--- src/rtl/stopwatch_timer.sv ---
// Stopwatch counting hundredths of a second in BCD (MM:SS.hh) from a tick enable,
// with start/stop, clear and lap-freeze controls. All outputs are registered.
module stopwatch_timer #(
    parameter int MAX_MIN = 59
) (
    input  logic        clk,
    input  logic        rst,
    input  logic        tick,
    input  logic        start_stop,
    input  logic        clear,
    input  logic        lap,
    output logic [23:0] time_bcd,
    output logic [23:0] disp_bcd,
    output logic        running,
    output logic        lap_active,
    output logic        overflow
);

    typedef enum logic [1:0] {
        IDLE = 2'd0,
        RUN  = 2'd1,
        STOP = 2'd2
    } state_t;

    localparam logic [3:0] MAX_T = 4'(MAX_MIN / 10);
    localparam logic [3:0] MAX_O = 4'(MAX_MIN % 10);

    state_t      state_reg;
    logic [23:0] time_reg;
    logic [23:0] disp_reg;
    logic [23:0] hold_reg;
    logic        running_reg;
    logic        lap_active_reg;
    logic        overflow_reg;

    logic        tick_en;
    logic [4:0]  carry;
    logic [23:0] count_inc;
    logic [3:0]  min_t_inc;
    logic [3:0]  min_o_inc;
    logic        wrap;

    logic [23:0] time_next;
    logic [23:0] hold_next;
    logic        lap_next;
    logic        overflow_next;

    // Only the registered state gates the tick, so a same-cycle start_stop
    // in RUN still counts this tick while one in STOP does not.
    assign tick_en  = tick && (state_reg == RUN);
    assign carry[0] = tick_en;

    // Lower four digits: hs_o, hs_t, sec_o (0..9) and sec_t (0..5).
    generate
        for (genvar gi = 0; gi < 4; gi++) begin : g_digit
            localparam logic [3:0] LIM = (gi == 3) ? 4'd5 : 4'd9;
            logic [3:0] digit;
            assign digit = time_reg[4*gi +: 4];
            assign count_inc[4*gi +: 4] = carry[gi] ? ((digit >= LIM) ? 4'd0 : digit + 4'd1)
                                                    : digit;
            assign carry[gi+1] = carry[gi] && (digit >= LIM);
        end
    endgenerate

    // Minutes count as a two-digit BCD pair up to MAX_MIN, then wrap the whole count.
    always_comb begin
        min_t_inc = time_reg[23:20];
        min_o_inc = time_reg[19:16];
        wrap      = 1'b0;
        if (carry[4]) begin
            if ((time_reg[23:20] == MAX_T) && (time_reg[19:16] == MAX_O)) begin
                min_t_inc = 4'd0;
                min_o_inc = 4'd0;
                wrap      = 1'b1;
            end else if (time_reg[19:16] >= 4'd9) begin
                min_o_inc = 4'd0;
                min_t_inc = time_reg[23:20] + 4'd1;
            end else begin
                min_o_inc = time_reg[19:16] + 4'd1;
            end
        end
    end

    assign count_inc[23:16] = {min_t_inc, min_o_inc};

    always_comb begin
        time_next     = count_inc;
        overflow_next = overflow_reg | wrap;
        lap_next      = lap_active_reg;
        hold_next     = hold_reg;
        if (clear) begin
            time_next     = 24'd0;
            overflow_next = 1'b0;
            lap_next      = 1'b0;
        end else if (state_reg == RUN) begin
            if (start_stop) begin
                lap_next = 1'b0;
            end else if (lap) begin
                if (lap_active_reg) begin
                    lap_next = 1'b0;
                end else begin
                    lap_next  = 1'b1;
                    hold_next = count_inc;
                end
            end
        end
    end

    always_ff @(posedge clk) begin
        if (rst) begin
            state_reg      <= IDLE;
            time_reg       <= 24'd0;
            disp_reg       <= 24'd0;
            hold_reg       <= 24'd0;
            running_reg    <= 1'b0;
            lap_active_reg <= 1'b0;
            overflow_reg   <= 1'b0;
        end else begin
            time_reg       <= time_next;
            hold_reg       <= hold_next;
            lap_active_reg <= lap_next;
            overflow_reg   <= overflow_next;
            disp_reg       <= lap_next ? hold_next : time_next;
            if (clear) begin
                state_reg   <= IDLE;
                running_reg <= 1'b0;
            end else if (start_stop) begin
                case (state_reg)
                    IDLE, STOP: begin
                        state_reg   <= RUN;
                        running_reg <= 1'b1;
                    end
                    RUN: begin
                        state_reg   <= STOP;
                        running_reg <= 1'b0;
                    end
                    default: begin
                        state_reg   <= IDLE;
                        running_reg <= 1'b0;
                    end
                endcase
            end
        end
    end

    assign time_bcd   = time_reg;
    assign disp_bcd   = disp_reg;
    assign running    = running_reg;
    assign lap_active = lap_active_reg;
    assign overflow   = overflow_reg;

endmodule
--- config.mk ---
export PLATFORM = sky130hd
export DESIGN_NAME = stopwatch_timer
export DESIGN_NICKNAME = d
export VERILOG_FILES = /design/src/rtl/stopwatch_timer.sv
export SDC_FILE = /design/constraint.sdc
export NUM_CORES = 1
export LEC_CHECK = 0
export CAP_MARGIN = 10
export CORE_MARGIN = 5
export CORE_UTILIZATION = 57
export CTS_BUF_LIST = sky130_fd_sc_hd__clkbuf_16
export CTS_CLUSTER_DIAMETER = 30
export DETAILED_ROUTE_END_ITERATION = 8
export PLACE_DENSITY = 0.83
export SLEW_MARGIN = 10
export SYNTH_ARGS = -nofsm -noshare
export SYNTH_HDL_FRONTEND = slang
export SYNTH_SLANG_ARGS = --single-unit
export TNS_END_PERCENT = 30
--- constraint.sdc ---
create_clock -name clk -period 3.13 [get_ports clk]
set_input_delay 0.7825 -clock clk [delete_from_list [all_inputs] [get_ports clk]]
set_output_delay 0.7825 -clock clk [all_outputs]
set_load 0.005 [all_outputs]
Word level (Yosys, flattened, before mapping):

Index checks and enable logic that the tools add are counted.

* $add $sub $neg: 6
* $lt $le $gt $ge: 5
* equal/unequal tests: 4
* muxes and demuxes: 30
* bitwise operators: 1
* reductions and logical operators: 9

Operators with widths (count)
* $mux W24: 7
* $mux W4: 14
* $add A4 B1 Y4 const B: 6
* $ge A4 B4 Y1 const B: 4
* $mux W1: 8
* $logic_and A1 B1 Y1: 6
* $eq A4 B3 Y1 const B: 1
* $eq A4 B4 Y1 const B: 1
* $ge A4 B3 Y1 const B: 1
* $pmux W2 S2: 1
* $reduce_or A2 Y1: 2
* $eq A2 B1 Y1 const B: 1
* $eq A2 B2 Y1 const B: 1
* $logic_not A2 Y1: 1
* $or A1 B1 Y1: 1

* flip-flop bits (word level): 77
* input port bits: 6
* output and inout bits: 51
* logic and storage cells: 62

Logic depth before layout (Yosys ltp):

* word-level depth: 13
* mapped depth: 9

Worst setup path after synthesis:

Ideal clock, no wire load.

* path kind: input-to-reg
* from: input tick
* to: register hold_reg[18]
* setup time: 0.138 ns
* data arrival time: 1.931 ns
* required time: 2.992 ns
* setup slack: 1.061 ns
* cell stages on the path: 7
* path through: and3b_1 -> buf_4 -> nand3_4 -> buf_4 -> o41a_1 -> a21oi_2 -> a211oi_1

* cells in the longest elaborated chain, start to end: 11

Ends and longest elaborated chain
* start, declared: line 8 `input logic tick,`
* $logic_and A1 B1 Y1: line 50 `assign tick_en = tick && (state_reg == RUN);`
* $logic_and A1 B1 Y1 (4 in a row): line 61 `assign carry[gi+1] = carry[gi] && (digit >= LIM);`
* $mux W4: line 70 `if (carry[4]) begin`
* $mux W24: line 99 `if (lap_active_reg) begin`
* $mux W24: line 98 `end else if (lap) begin`
* $mux W24: line 96 `if (start_stop) begin`
* $mux W24: line 95 `end else if (state_reg == RUN) begin`
* $mux W24: line 91 `if (clear) begin`
* end signal, assigned: line 120 `hold_reg <= hold_next;`
* end, declared: line 31 `logic [23:0] hold_reg;`

No other way between the ends.
A chain may end at the register's enable or synchronous reset.

Worst setup path in the final report:

* from: input tick
* to: register disp_reg[16], in the netlist disp_bcd[16]

* cells in the longest elaborated chain, start to end: 12
* elaborated cells between the ends (all ways): 13

Ends and longest elaborated chain
* $logic_and A1 B1 Y1 (*): line 50
* $logic_and A1 B1 Y1 (*) (4 in a row): line 61
* $mux W4 (*): line 70
* $mux W24: line 99
* $mux W24: line 98
* $mux W24: line 96
* $mux W24: line 95
* $mux W24: line 91
* $mux W24 (*): line 123 `disp_reg <= lap_next ? hold_next : time_next;`
* end signal, assigned: line 123
* end, declared: line 30 `logic [23:0] disp_reg;`

Mark *: on every way between the ends. The rest lies on a longest branch, timed or not.

==> flow_summary.ini <==
[pwr]
vdd_ir_drop_max_mv = 0.395
p_total_mw = 1.93
p_clk_share_pct = 45.7
comb_power_share_pct = 3.0
power.density_mw_per_mm2 = 463
power.internal_mw = 1.53
p_seq_share_pct = 51.3
swShare_pct = 21.0
p_leak_nw = 1.50
switching_power_uw = 406

[logic_synthesis]
synth_edf_count = 0
yosysMostFrequentCell = dfxtp_1
synth_area_leaders = dfxtp_1, nor2_1, ha_1
synth_top_cell_by_area = dfxtp_1
synth-seq-cells = 77
ys_seq_area_share_pct = 46.3
syn_inst = 358
synth_area_mm2 = 0.00333
synth_fp_nets = 381
synth-warning-count = 0
synthTopCellsByCount = dfxtp_1, nor2_1, a21oi_1
synth_ff_type = dfxtp_1
syn_area_per_cell_um2 = 9.30
async_reset_ff_share_pct = 0
synth_top_cell_area_share_pct = 46.3
synth_cell_types = 56

[routing]
via_per_inst = 5.71
wl_per_cell_um = 15.6
vias = 2762
dr.pass1.iters = 4
ant_nets = 0
drc = 0
totalWireLength_mm = 7.53
drt_iter0_markers = 115

[min_path]
hp-class = reg -> reg

[clock_tree]
clock_latency_ns = 0.33
cts_sinks = 77
clk_pin_slew_worst_paths_ns = 0.06
cts_hold_buffers = 0
cts_root_buf = clkbuf_16
clock_path_buffers = 2
cts_tree = done
post_cts_buffers = 0
cts-htree-levels = 3
post_cts_resized = 0
numCtsBuffers = 9

[placed_design]
placed_cell_area_mm2 = 0.00392
dp_slack_ns = 0.294
dp.cells = 468
gp_congestion = 0.849
io_buffer_count = 56
dp.final_hpwl_mm = 5.02

[timing]
min_period_ns = 2.47
finalSetupViolCount = 0
slew_viol_final = 0
fin_hold_ws_ns = 0.486
finalWorstSetupSlack_ns = 0.656
maxSlewHeadroom_pct = 51.0
period_share_pct = 79.0
finalClockSkew_ns = 0.00591
fmax_ghz = 0.404
rsz0062_at_grt = false
worst_pin_slew_ns = 0.735
hold_viol_final = 0
final.setup.tns_ns = 0

[floorplanning]
die-area_mm2 = 0.00747
die_y_um = 86.4
die_w_um = 86.4
ios = 57
rows = 27
start_util_pct = 59.4
core-area_mm2 = 0.00561

[global_route]
grt_overflow = 0
grt_max_degree = 47
first_global_vias = 2792
antenna_found_initial = 0
grt_usage_pct = 22.1
grt_pass1_wl_mm = 13.3

[critical_path]
critical_path_arrival_ns = 2.68
required_ns = 3.33
path_max_fanout = 11
cp-end-kind = flip-flop
critical_path_class = in -> reg
startpoint_type = input port

[final_layout]
final_util_pct = 74.4
fin_nets = 430
syn_to_final_growth_pct = 25.3
drive_above_1_share_pct = 8.50
final_cells = 484
fill_cells = 418
n_antenna_cell = 0
final_area_mm2 = 0.00417

[run_status]
status = finished, final reports clean

[flow_run]
cap_violations = 0
final timing paths:
check | slack, ns | depth (start not counted) | startpoint | to
max | 0.66 | 6 | tick | disp_bcd[16]
min | 0.49 | 2 | running | running
max reg2reg | 0.91 | 7 | time_bcd[0] | disp_bcd[16]
min reg2reg | 0.49 | 2 | running | running
routing by layer:
| metal | share of wire, % | vias up | track usage, % | routed length, um |
|---|---|---|---|---|
| met5 | 0 | - | 0 | 0 |
| li1 | - | 1374 | - | - |
| met3 | 3.9 | 12 | 3.33 | 294 |
| met4 | 1.8 | 0 | 8.78 | 136 |
| met1 | 45 | 1303 | 28.3 | 3380 |
| met2 | 49 | 73 | 37.1 | 3720 |
area by class of cell:
class / instances / area, um2 / share of cell area (%)
clock buffer: 9 / 225 / 5.40
sequential: 77 / 1540 / 36.9
clock inverter: 7 / 27.5 / 0.659
tap: 72 / 90.1 / 2.16
multi-input combinational: 246 / 1630 / 38.9
timing repair buffer: 60 / 616 / 14.7
inverter: 13 / 48.8 / 1.17
kinds of logic (layout without fill, tap and decap cells):
family                     Yosys count  in the layout  synth area share, %
and+or+nand+nor                    119            119                 19.0
buffers and inverters               35             89                 5.03
AOI/OAI and AO/OA                  100            100                 20.0
adders and majority gates           17             17                 6.39
DFF                                 77             77                 46.3
muxes                               10             10                 3.27
placed cells by master (no fill, tap or decap), types with 3 or more instances in the layout:
cell / netlist / routed
clkbuf_16: 0 / 9
o21ai_0: 20 / 20
nor2_1: 62 / 62
and3_1: 3 / 3
a31oi_1: 5 / 5
a211oi_1: 19 / 19
a41oi_1: 3 / 3
nand2_1: 9 / 9
ha_1: 17 / 17
nor3_1: 5 / 5
nand2b_1: 10 / 10
nor4_1: 3 / 3
inv_1: 13 / 17
dfxtp_1: 77 / 77
clkdlybuf4s50_1: 0 / 56
a21oi_1: 30 / 30
a211oi_2: 5 / 5
nand4_1: 3 / 3
mux2i_1: 7 / 7
power groups by stage:
stage	registers, mW	logic, mW	clock network [mW]
after floorplan	1.01	0.0364	0
after global placement	1.01	0.0562	0
after detailed placement	1.01	0.0579	0
after CTS	0.990	0.0585	0.888
after global routing	0.990	0.0643	0.939
final	0.990	0.0583	0.883
critical path, cell delays in order:
cell and delay [ns]:
clkdlybuf4s50_1 0.48, and3b_1 0.33, nand3_4 0.19, nor3_4 0.40, mux2i_1 0.35, a21oi_1 0.13
(Power assumes the default switching activity.)
